File: config.mk
export PLATFORM = sky130hd
export DESIGN_NAME = nanoxera_boot_loader_flat
export DESIGN_NICKNAME = d
export VERILOG_FILES = /design/src/rtl/nanoxera_boot_loader_pkg.sv /design/src/rtl/nanoxera_boot_loader_if.sv /design/src/rtl/nanoxera_uart_rx.sv /design/src/rtl/nanoxera_boot_loader.sv /design/src/flat_wrapper.sv
export SDC_FILE = /design/constraint.sdc
export NUM_CORES = 1
export LEC_CHECK = 0
export ABC_CLOCK_PERIOD_IN_PS = 1920
export CAP_MARGIN = 10
export CORE_ASPECT_RATIO = 0.7
export CORE_MARGIN = 8
export CORE_UTILIZATION = 50
export CTS_BUF_LIST = sky130_fd_sc_hd__clkbuf_16
export CTS_CLUSTER_DIAMETER = 150
export DETAILED_ROUTE_END_ITERATION = 12
export HOLD_SLACK_MARGIN = 0.05
export PLACE_DENSITY = 0.71
export SKIP_CTS_REPAIR_TIMING = 1
export SYNTH_ARGS = -nofsm -noshare
export SYNTH_HDL_FRONTEND = slang
export SYNTH_SLANG_ARGS = --single-unit
File: constraint.sdc
create_clock -name clk -period 1.92 [get_ports clk]
set_clock_uncertainty 0.1 [all_clocks]
set_input_delay 0.192 -clock clk [delete_from_list [all_inputs] [get_ports clk]]
set_output_delay 0.192 -clock clk [all_outputs]
set_load 0.1 [all_outputs]
File: src/rtl/nanoxera_boot_loader_pkg.sv
// Shared constants and state encodings for the NanoXERA serial boot loader.
// RAM geometry here must stay in step with the CPU top level.
package nanoxera_boot_loader_pkg;

    localparam int unsigned RAM_ADDR_W        = 8;
    localparam int unsigned RAM_DEPTH         = 2 ** RAM_ADDR_W;
    localparam int unsigned RAM_WIDTH         = 8;
    localparam logic [7:0]  SYNC_BYTE_DEFAULT = 8'hA5;

    typedef enum logic [2:0] {
        WAIT_SYNC,
        GET_LEN,
        GET_DATA,
        GET_SUM,
        DONE
    } loader_state_t;

    typedef enum logic [1:0] {
        RX_IDLE,
        RX_START,
        RX_DATA,
        RX_STOP
    } rx_state_t;

endpackage

File: src/rtl/nanoxera_boot_loader_if.sv
// RAM write port shared between the boot loader (master) and the RAM (slave).
interface nanoxera_boot_loader_if #(
    parameter int unsigned ADDR_W = 8
);
    logic [ADDR_W-1:0] mem_addr;
    logic [7:0]        mem_wdata;
    logic              mem_we;

    modport master (output mem_addr, output mem_wdata, output mem_we);
    modport slave  (input  mem_addr, input  mem_wdata, input  mem_we);
endinterface

File: src/rtl/nanoxera_uart_rx.sv
// 8N1 UART receiver: 2-flop synchronizer, mid-bit sampling, one-cycle
// rx_valid / rx_ferr pulses.
module nanoxera_uart_rx
    import nanoxera_boot_loader_pkg::*;
#(
    parameter int unsigned CLKS_PER_BIT = 434
) (
    input  logic       clk,
    input  logic       rst_n,
    input  logic       rx,
    output logic [7:0] rx_data,
    output logic       rx_valid,
    output logic       rx_ferr
);
    localparam int unsigned CW = $clog2(CLKS_PER_BIT);
    localparam logic [CW-1:0] FULL_LAST = CW'(CLKS_PER_BIT - 1);
    localparam logic [CW-1:0] HALF_LAST = CW'(CLKS_PER_BIT / 2 - 1);

    logic          rx_meta;
    logic          rx_sync;
    logic          rx_prev;
    rx_state_t     state;
    logic [CW-1:0] cnt;
    logic [2:0]    bit_idx;
    logic [7:0]    shift;

    always_ff @(posedge clk or negedge rst_n) begin
        if (!rst_n) begin
            rx_meta <= 1'b1;
            rx_sync <= 1'b1;
            rx_prev <= 1'b1;
        end else begin
            rx_meta <= rx;
            rx_sync <= rx_meta;
            rx_prev <= rx_sync;
        end
    end

    // Only a genuine high->low edge opens a frame, so a line held low after a
    // framing error cannot retrigger until it has returned to idle.
    always_ff @(posedge clk or negedge rst_n) begin
        if (!rst_n) begin
            state    <= RX_IDLE;
            cnt      <= '0;
            bit_idx  <= '0;
            shift    <= '0;
            rx_data  <= '0;
            rx_valid <= 1'b0;
            rx_ferr  <= 1'b0;
        end else begin
            rx_valid <= 1'b0;
            rx_ferr  <= 1'b0;
            case (state)
                RX_IDLE: begin
                    cnt <= '0;
                    if (rx_prev && !rx_sync) state <= RX_START;
                end
                RX_START: begin
                    if (cnt == HALF_LAST) begin
                        cnt     <= '0;
                        bit_idx <= '0;
                        state   <= rx_sync ? RX_IDLE : RX_DATA;
                    end else begin
                        cnt <= cnt + CW'(1);
                    end
                end
                RX_DATA: begin
                    if (cnt == FULL_LAST) begin
                        cnt   <= '0;
                        shift <= {rx_sync, shift[7:1]};
                        if (bit_idx == 3'd7) state <= RX_STOP;
                        bit_idx <= bit_idx + 3'd1;
                    end else begin
                        cnt <= cnt + CW'(1);
                    end
                end
                RX_STOP: begin
                    if (cnt == FULL_LAST) begin
                        cnt   <= '0;
                        state <= RX_IDLE;
                        if (rx_sync) begin
                            rx_data  <= shift;
                            rx_valid <= 1'b1;
                        end else begin
                            rx_ferr <= 1'b1;
                        end
                    end else begin
                        cnt <= cnt + CW'(1);
                    end
                end
                default: state <= RX_IDLE;
            endcase
        end
    end
endmodule

File: src/rtl/nanoxera_boot_loader.sv
// Serial boot loader: receives SYNC,LEN,data...,SUM over UART, writes the
// payload into RAM, and releases the CPU from reset once the checksum matches.
module nanoxera_boot_loader
    import nanoxera_boot_loader_pkg::*;
#(
    parameter int unsigned CLKS_PER_BIT = 434,
    parameter logic [7:0]  SYNC_BYTE    = SYNC_BYTE_DEFAULT,
    parameter int unsigned ADDR_W       = RAM_ADDR_W
) (
    input  logic                   clk,
    input  logic                   rst_n,
    input  logic                   rx,
    nanoxera_boot_loader_if.master mem,
    output logic                   cpu_rst_n,
    output logic                   done,
    output logic                   err
);
    localparam int unsigned RW = ADDR_W + 1;

    logic [7:0]        rx_data;
    logic              rx_valid;
    logic              rx_ferr;
    loader_state_t     state;
    logic [RW-1:0]     remaining;
    logic [ADDR_W-1:0] addr_cnt;
    logic [7:0]        sum;

    nanoxera_uart_rx #(
        .CLKS_PER_BIT(CLKS_PER_BIT)
    ) u_uart_rx (
        .clk     (clk),
        .rst_n   (rst_n),
        .rx      (rx),
        .rx_data (rx_data),
        .rx_valid(rx_valid),
        .rx_ferr (rx_ferr)
    );

    always_ff @(posedge clk or negedge rst_n) begin
        if (!rst_n) begin
            state         <= WAIT_SYNC;
            remaining     <= '0;
            addr_cnt      <= '0;
            sum           <= '0;
            mem.mem_addr  <= '0;
            mem.mem_wdata <= '0;
            mem.mem_we    <= 1'b0;
            cpu_rst_n     <= 1'b0;
            done          <= 1'b0;
            err           <= 1'b0;
        end else begin
            mem.mem_we <= 1'b0;
            if (rx_ferr) begin
                if (state != DONE) begin
                    err       <= 1'b1;
                    cpu_rst_n <= 1'b0;
                    state     <= WAIT_SYNC;
                end
            end else if (rx_valid) begin
                case (state)
                    WAIT_SYNC, DONE: begin
                        if (rx_data == SYNC_BYTE) begin
                            err       <= 1'b0;
                            done      <= 1'b0;
                            cpu_rst_n <= 1'b0;
                            state     <= GET_LEN;
                        end
                    end
                    GET_LEN: begin
                        remaining <= (rx_data == 8'd0) ? RW'(2 ** ADDR_W) : RW'(rx_data);
                        addr_cnt  <= '0;
                        sum       <= '0;
                        state     <= GET_DATA;
                    end
                    GET_DATA: begin
                        mem.mem_we    <= 1'b1;
                        mem.mem_addr  <= addr_cnt;
                        mem.mem_wdata <= rx_data;
                        // Wraps to 0 only after the 256th byte of a full load.
                        addr_cnt      <= addr_cnt + ADDR_W'(1);
                        sum           <= sum + rx_data;
                        remaining     <= remaining - RW'(1);
                        if (remaining == RW'(1)) state <= GET_SUM;
                    end
                    GET_SUM: begin
                        if (rx_data == sum) begin
                            done      <= 1'b1;
                            cpu_rst_n <= 1'b1;
                            state     <= DONE;
                        end else begin
                            err   <= 1'b1;
                            state <= WAIT_SYNC;
                        end
                    end
                    default: state <= WAIT_SYNC;
                endcase
            end
        end
    end
endmodule

File: src/flat_wrapper.sv
// flat-port wrapper written by rule: the top's interface ports become plain ports
module nanoxera_boot_loader_flat import nanoxera_boot_loader_pkg::*;
#(
    parameter int unsigned CLKS_PER_BIT = 434,
    parameter logic [7:0]  SYNC_BYTE    = SYNC_BYTE_DEFAULT,
    parameter int unsigned ADDR_W       = RAM_ADDR_W
)
  (clk, rst_n, rx, cpu_rst_n, done, err, mem_mem_addr, mem_mem_wdata, mem_mem_we);
  nanoxera_boot_loader_if #(.ADDR_W(ADDR_W)) mem_i ();
  input  logic clk;
  input  logic rst_n;
  input  logic rx;
  output logic cpu_rst_n;
  output logic done;
  output logic err;
  output wire logic [$bits(mem_i.mem_addr)-1:0] mem_mem_addr;
  output wire logic [$bits(mem_i.mem_wdata)-1:0] mem_mem_wdata;
  output wire logic [$bits(mem_i.mem_we)-1:0] mem_mem_we;
  assign mem_mem_addr = mem_i.mem_addr;
  assign mem_mem_wdata = mem_i.mem_wdata;
  assign mem_mem_we = mem_i.mem_we;
  nanoxera_boot_loader #(.CLKS_PER_BIT(CLKS_PER_BIT), .SYNC_BYTE(SYNC_BYTE), .ADDR_W(ADDR_W)) u_core (.clk(clk), .rst_n(rst_n), .rx(rx), .mem(mem_i), .cpu_rst_n(cpu_rst_n), .done(done), .err(err));
endmodule
[Yosys cells after proc, flatten, opt, wreduce, memory -nomap -nowiden]
Index checks and enable logic that the tools add are counted.
Word-level totals
  bits in registers: 83
  input bits: 3
  output and inout bits: 20
  word-level logic and storage cells: 118
Cells by class
  add/subtract/negate cells: 5
  equality and inequality tests: 26
  multiplexer cells: 44
  bitwise gates (word level): 1
  reduce and logical (&&, ||, !) cells: 22
Operator list (number)
  $pmux 8 s2: 2
  $mux 9: 3
  $pmux 9 s3: 1
  $mux 3: 8
  $reduce_and 5->1: 4
  $mux 1: 18
  $pmux 9 s2: 1
  $mux 2: 6
  $pmux 3 s4: 1
  $reduce_and 3->1: 4
  $ne 2x2->1 const B: 5
  $add 9x1->9 const B: 1
  $eq 9x1->1 const B: 1
  $eq 9x8->1 const B: 1
  $eq 9x9->1 const B: 1
  $ne 3x2->1 const B: 3
  $sub 9x1->9 const B: 1
  $add 8x1->8 const B: 1
  $add 8x8->8: 1
  $eq 8x8->1: 1
  $eq 8x8->1 const B: 1
  $logic_not 8->1: 1
  $pmux 2 s4: 1
  $reduce_bool 2->1: 4
  19 further kinds: 27

[Logic depth before layout (Yosys ltp)]
Gate-level depths: netlist of the first run.
  depth after elaboration: 5
  gate-level depth with buffers: 9
  gate-level depth less buffers: 7

[Modules after synthesis]
Synthesis of the first run repeated with hierarchy kept, for this count alone.
Unflattened totals
  cells, all modules: 408
  area, all modules: 4160.2 sq um
By module, submodules not included
  nanoxera_boot_loader: instances 1, cells an instance 285, area an instance 2572.5 sq um, seq. area each 1201.2 sq um
  nanoxera_uart_rx: instances 1, cells an instance 123, area an instance 1587.8 sq um, seq. area each 879.6 sq um

[Worst setup path after synthesis of the first run]
OpenSTA, ideal clock, no wires.
  path type: register to register
  start point: register u_core.u_uart_rx.cnt[1]
  end point: register u_core.u_uart_rx.shift[4]
  arrival: 1843 ps
  required time: 1695 ps
  setup slack: -148 ps
  stages on the path, launching flop included: 9
  path buffers: 2
  clock period less this slack: 2068 ps
  path through: dfrtp_1 -> inv_1 -> ha_1 -> and4bb_1 -> nand4_4 -> or3_1 -> buf_6 -> buf_8 -> mux2_4
On the way
  word-level cells in the longest chain between the ends: 2
RTL lines
  from (decl): line nanoxera_uart_rx.sv:23  | logic [CW-1:0] cnt;
  from (signal assigned): line nanoxera_uart_rx.sv:64  | cnt <= cnt + CW'(1);
  from (signal assigned): line nanoxera_uart_rx.sv:74  | cnt <= cnt + CW'(1);
  from (signal assigned): line nanoxera_uart_rx.sv:88  | cnt <= cnt + CW'(1);
  $eq 9x9->1: line nanoxera_uart_rx.sv:68  | if (cnt == FULL_LAST) begin
  $reduce_and 2->1 (no source line)
  to (signal assigned): line nanoxera_uart_rx.sv:70  | shift <= {rx_sync, shift[7:1]};
  to (decl): line nanoxera_uart_rx.sv:25  | logic [7:0] shift;
Every way passes these cells.
A chain may end at the register's enable or synchronous reset.

[Final worst setup path of the first run]
  start point: register u_core.u_uart_rx.cnt[1]
  end point: register u_core.u_uart_rx.cnt[1]
On the way
  word-level cells in the longest chain between the ends: 3
RTL lines
  $add 9x1->9, or another cell as far along: line nanoxera_uart_rx.sv:64, nanoxera_uart_rx.sv:74, nanoxera_uart_rx.sv:88
  $mux 9 (on tied branches): line nanoxera_uart_rx.sv:68, nanoxera_uart_rx.sv:78, nanoxera_uart_rx.sv:59
  $pmux 9 s3 *: line nanoxera_uart_rx.sv:53  | case (state)
Every way passes the cells marked *; elsewhere a longest branch is shown, timed or not.

==> flow_summary.ini, run 1 <==
[die]
ios = 23
start_util = 0.517
num_rows = 27
core_area_sq_um = 7870
fp.dieArea_sq_um = 11300
fp.dieH_um = 91.5
die_w_um = 124

[synth]
synth-seq-area-share = 0.511
ys_async_sr_fraction = 1.00
synth_warnings = 0
ys_ff_latch = 83
synth_edf_count = 0
postSynthNetCount = 429
synth_cell_type_count = 57
synth_flop_cell = dfrtp_1
avgSynthCellArea_sq_um = 9.93
synth_cells = 410
syn_area_sq_um = 4070

[sta]
setup_ws_ps = -152
worst_hold_slack_ps = 153
maxSlewHeadroom = 0.767
tightestPinTransition_ps = 349
rsz0062_at_grt = yes
hold_viol_final = 0
max_freq_mhz = 483
setup_viol = 28
slew_viol_final = 0
fin_crit_sh = 1.08
period_needed_ps = 2070

[final_layout]
num_antenna_cells = 0
final_common_cell = nand2_1
stdcell_area_sq_um = 5300
nets = 504
drive_gt1_frac = 0.310
mostFrequentLayoutCells = nand2_1, dfrtp_1, buf_4
area_growth_pct = 30.1

[hold_path]
hold_path.class = input port to flip-flop
whs_endpoint = u_core.u_uart_rx.rx_meta
holdPathStages = 1
min_from = rx

[global_routing]
grt_util_all_layers = 0.175
grt-ovfl-total = 0
grt_max_degree = 42
antenna_found_initial = 0
grt_pass1_wl_um = 15800
first_global_vias = 3218

[place]
io_buffers = 22
place_congestion = 0.853
postPlaceCellArea_sq_um = 4700
hpwl_um = 6370

[drt]
drt_first_iter_violations = 296
drc = 0
wl_per_cell_um = 16.2
first_pass_iters = 4
avgViaCountPerCell = 5.54
routed_wl_um = 9570
vias = 3273
postRouteAntennaNets = 0

[run]
maxCapViolations = 0

[worst_setup_path]
worstPathArrival_ps = 2190
r2r-end = u_core.u_uart_rx.cnt[1]
reg2reg_slack_ps = -150
worstRegToRegCells = 7
critPathMaxFanout = 5
critPathKind = flip-flop to flip-flop
cp-start-kind = flip-flop
critPathRequiredTime_ps = 2040
r2r-start = u_core.u_uart_rx.cnt[1]
cp-end-kind = flip-flop

[outcome]
violations = negative setup slack
status = finished, violations left

[clocking]
clock_path_buffers = 2
clkSinkCount = 83
cts_tree = built
htree_levels = 3
clkTransAtPathRegs_ps = 60
insertion_delay_ps = 340
clockRootBuffer = clkbuf_16
cts_buffers = 9

[power]
vdd_drop_max_mv = 0.677
finalPower_mw = 4.13
powerDensity_nw_per_um2 = 781
leakage_nw = 2.53
[how the worst max path moves through the flow]
stage | start | end | slack, ps | cells past startpoint
final | u_core.u_uart_rx.cnt[1] | u_core.u_uart_rx.cnt[1] | -150 | 7
after global routing | u_core.u_uart_rx.cnt[1] | u_core.u_uart_rx.cnt[1] | -200 | 7
after CTS | u_core.u_uart_rx.cnt[1] | u_core.u_uart_rx.cnt[1] | -220 | 7
after detailed placement | u_core.u_uart_rx.cnt[1] | u_core.u_uart_rx.cnt[7] | -220 | 7
after global placement | u_core.u_uart_rx.cnt[1] | u_core.u_uart_rx.cnt[1] | -150 | 7
after floorplan | u_core.u_uart_rx.cnt[1] | u_core.u_uart_rx.shift[4] | -120 | 8
[cell usage after synthesis, types with 2 or more instances]
cell type / count / area share
or3_1: 5 / 0.0077
dfrtp_1: 80 / 0.49
o211ai_1: 2 / 0.0037
nand4_1: 5 / 0.0077
a22o_1: 4 / 0.0086
nand2_1: 82 / 0.076
a21oi_1: 13 / 0.016
inv_1: 9 / 0.0083
nand2b_1: 3 / 0.0046
xnor2_1: 11 / 0.024
and3_1: 3 / 0.0046
mux2_2: 13 / 0.036
nand3_1: 14 / 0.017
clkbuf_1: 12 / 0.011
mux2_4: 4 / 0.015
nor4_1: 4 / 0.0061
o21a_1: 2 / 0.0037
nor3b_1: 5 / 0.0092
a21o_1: 3 / 0.0055
o21ai_0: 34 / 0.042
or4_1: 2 / 0.0037
ha_1: 15 / 0.046
a211oi_1: 3 / 0.0055
xor2_1: 2 / 0.0043
a31oi_1: 3 / 0.0046
dfstp_2: 3 / 0.019
a32oi_1: 2 / 0.0043
nor2b_1: 3 / 0.0046
buf_2: 4 / 0.0049
nor4b_1: 3 / 0.0065
nor2_1: 28 / 0.026
a22oi_1: 2 / 0.0037
nor3_1: 7 / 0.0086
o31ai_1: 2 / 0.0037
[per-stage QoR]
stage / instances / setup slack (ps) / util / TNS, ps
floorplan: 410 / -124 / - / -1220
global placement: 565 / -153 / 0.597 / -2060
detailed placement: 565 / -219 / 0.597 / -3280
CTS: 581 / -223 / 0.637 / -3760
global route: 591 / -199 / 0.673 / -4970
finish: 591 / -152 / 0.673 / -2800
[worst max-delay path, cell delays in order (launching register included)]
cell and delay (ps):
dfrtp_1 390, inv_2 90, ha_4 130, or4b_1 450, or3_4 360, and3_4 180
a21oi_4 180, nor2b_1 70
[layout make-up]
class | instances | area (sq um)
Sequential cell | 83 | 2090
Inverter | 10 | 37.5
Multi-Input combinational cell | 300 | 2060
Clock buffer | 9 | 225
Tap cell | 101 | 126
Clock inverter | 7 | 92.6
Fill cell | 609 | 2570
Timing Repair Buffer | 81 | 667
[power by group]
part / switching [mW] / internal [mW]
clock network: 0.691 / 1.13
registers: 0.0574 / 1.81
logic: 0.211 / 0.234
total: 0.960 / 3.18
[cell families after synthesis]
group                      Yosys count  synth area share
muxes                               18            0.0531
DFF                                 83             0.511
AOI/OAI and AO/OA                   78             0.120
adders and majority gates           16            0.0510
buffers and inverters               28            0.0316
and+or+nand+nor                    174             0.206
xor gates and xnor gates            13            0.0280
[metal layers]
| layer | vias up | part of all wire | global-route usage |
|---|---|---|---|
| met5 | - | 0 | 0 |
| met3 | 11 | 0.058 | 0.0470 |
| met4 | 0 | 0.010 | 0.0599 |
| met1 | 1598 | 0.47 | 0.231 |
| met2 | 74 | 0.46 | 0.269 |
| li1 | 1590 | - | - |
[registers in the layout, indices dropped and copies added, names as in the netlist, 3 cells and up, named ones only]
register,flops
u_core.remaining,9
u_core.u_uart_rx.cnt,9
u_core.addr_cnt,8
u_core.mem.mem_addr,8
u_core.mem.mem_wdata,8
u_core.sum,8
u_core.u_uart_rx.rx_data,8
u_core.u_uart_rx.shift,8
u_core.state,3
u_core.u_uart_rx.bit_idx,3
Power figures use the tool's default switching activity.
==> run 2, diff against run 1 <==
- CTS_CLUSTER_SIZE: not set -> 12
- DONT_BUFFER_PORTS: not set -> 1
- PLACE_DENSITY: 0.71 -> 0.68
==> run 2 against run 1 <==
  * The run ends with negative hold slack, negative setup slack left
  * Wire length shrank 2.5%
  * Power shrank 6.1%
  * Critical endpoint unchanged
  * Critical path depth unchanged
  * Largest power group unchanged
  * Setup slack better by 24 ps
==> flow_summary.ini, run 2 (synthesis results as in run 1) <==
[drt]
postRouteAntennaNets = 0
wl_met2_um = 4170
met3_length_um = 630
vias = 3254
drt_first_iter_violations = 231
top_layer = met4
first_pass_iters = 4
wl_per_cell_um = 16.0
routed_wl_um = 9340
met1Wirelength_um = 4370
drc = 0
avgViaCountPerCell = 5.56

[place]
preCtsSetupSlack_ps = -194
io_buffers = 0
hpwl_um = 6110
place_congestion = 0.889

[worst_setup_path]
critPathKind = flip-flop to flip-flop
cp-end-kind = flip-flop
critPathLaunch = u_core.u_uart_rx.cnt[0]
critPathRequiredTime_ps = 2040
cp-start-kind = flip-flop
r2r-start = u_core.u_uart_rx.cnt[0]
critPathMaxFanout = 5
worstPathArrival_ps = 2170
worstRegToRegCells = 7

[die]
die_w_um = 124
fp.dieH_um = 91.5
start_util = 0.517
ios = 23
fp.dieArea_sq_um = 11300
num_rows = 27
core_area_sq_um = 7870

[global_routing]
grt_util_all_layers = 0.169
grt-ovfl-total = 0
grt_pass1_wl_um = 15200
first_global_vias = 3093
antenna_found_initial = 0
grt_max_degree = 84

[sta]
setup_ws_ps = -127
setup_tns_ps = -1620
worst_hold_slack_ps = -551
period_needed_ps = 2050
hold_viol_final = 83
setup_viol = 26
maxSlewHeadroom = 0.793
fin_crit_sh = 1.07
slew_viol_final = 0
rsz0062_at_grt = yes
max_freq_mhz = 488
tightestPinTransition_ps = 309

[clocking]
htree_levels = 3
clock_path_buffers = 2
cts_tree = built
clockRootBuffer = clkbuf_16
insertion_delay_ps = 340
clkSinkCount = 83
clkTransAtPathRegs_ps = 60
cts_buffers = 9

[final_layout]
mostFrequentLayoutCells = nand2_1, dfrtp_1, buf_4
reg.largest.list = u_core.remaining x9, u_core.u_uart_rx.cnt x9
nets = 498
drive_gt1_frac = 0.295
area_growth_pct = 27.0
final_common_cell = nand2_1
num_antenna_cells = 0

[run]
maxCapViolations = 0

[hold_path]
hold_path.class = input port to asynchronous set/reset pin

[power]
leakage_nw = 2.50
powerDensity_nw_per_um2 = 750
vdd_drop_max_mv = 0.779

[outcome]
status = finished, violations left
violations = negative hold slack, negative setup slack
==> run 2: changes by cell type in the layout (fill, tap and decap cells not counted), sizes merged <==
cell	change
bufinv	-1
clkdlybuf4s50	-1
buf	-5
clkinvlp	-2
clkinv	+3
==> run 2: power by group <==
| group | total, mW | switching (mW) | internal [mW] |
|---|---|---|---|
| Clock | 1.66 | 0.670 | 0.990 |
| Combinational | 0.362 | 0.157 | 0.205 |
| Sequential | 1.86 | 0.0524 | 1.81 |
==> run 2: worst max-delay path: stages (launching register included) <==
cell	delay [ps]
dfrtp_1	390
inv_2	80
ha_4	130
or4b_4	440
or3_4	340
and3_4	180
a21oi_4	200
nor2b_1	70
==> run 2: area by class of cell <==
| cell class | instances | area, sq um |
|---|---|---|
| clock inverter | 7 | 58.8 |
| sequential | 83 | 2080 |
| fill | 589 | 2700 |
| timing repair buffer | 75 | 584 |
| multi-input combinational | 300 | 2060 |
| inverter | 10 | 37.5 |
| tap | 101 | 126 |
| clock buffer | 9 | 225 |
==> run 2: final timing paths <==
| check | slack (ps) | to |
|---|---|---|
| min in group clk | 260 | u_core.u_uart_rx.rx_sync |
| max | -130 | u_core.u_uart_rx.cnt[1] |
| max reg2reg | -130 | u_core.u_uart_rx.cnt[1] |
| min reg2reg | 260 | u_core.u_uart_rx.rx_sync |
| max in group asynchronous | 2090 | u_core.u_uart_rx.rx_prev |
| min | -550 | u_core.u_uart_rx.cnt[1] |
==> run 2: per-stage QoR <==
step	cells	utilization	area (sq um)	total power, mW	hold slack (ps)
after floorplan	410	-	4080	2.05	-204
after global placement	563	0.590	4640	2.17	-200
after detailed placement	563	0.590	4640	2.19	-200
after CTS	579	0.626	4930	3.86	-567
after global routing	585	0.657	5170	4.06	-570
final	585	0.657	5170	3.88	-551
==> run 2: layer usage <==
metal | GRT usage | vias up
met5 | 0 | -
met3 | 0.0526 | 13
met4 | 0.0679 | 0
li1 | - | 1576
met2 | 0.232 | 76
met1 | 0.240 | 1589
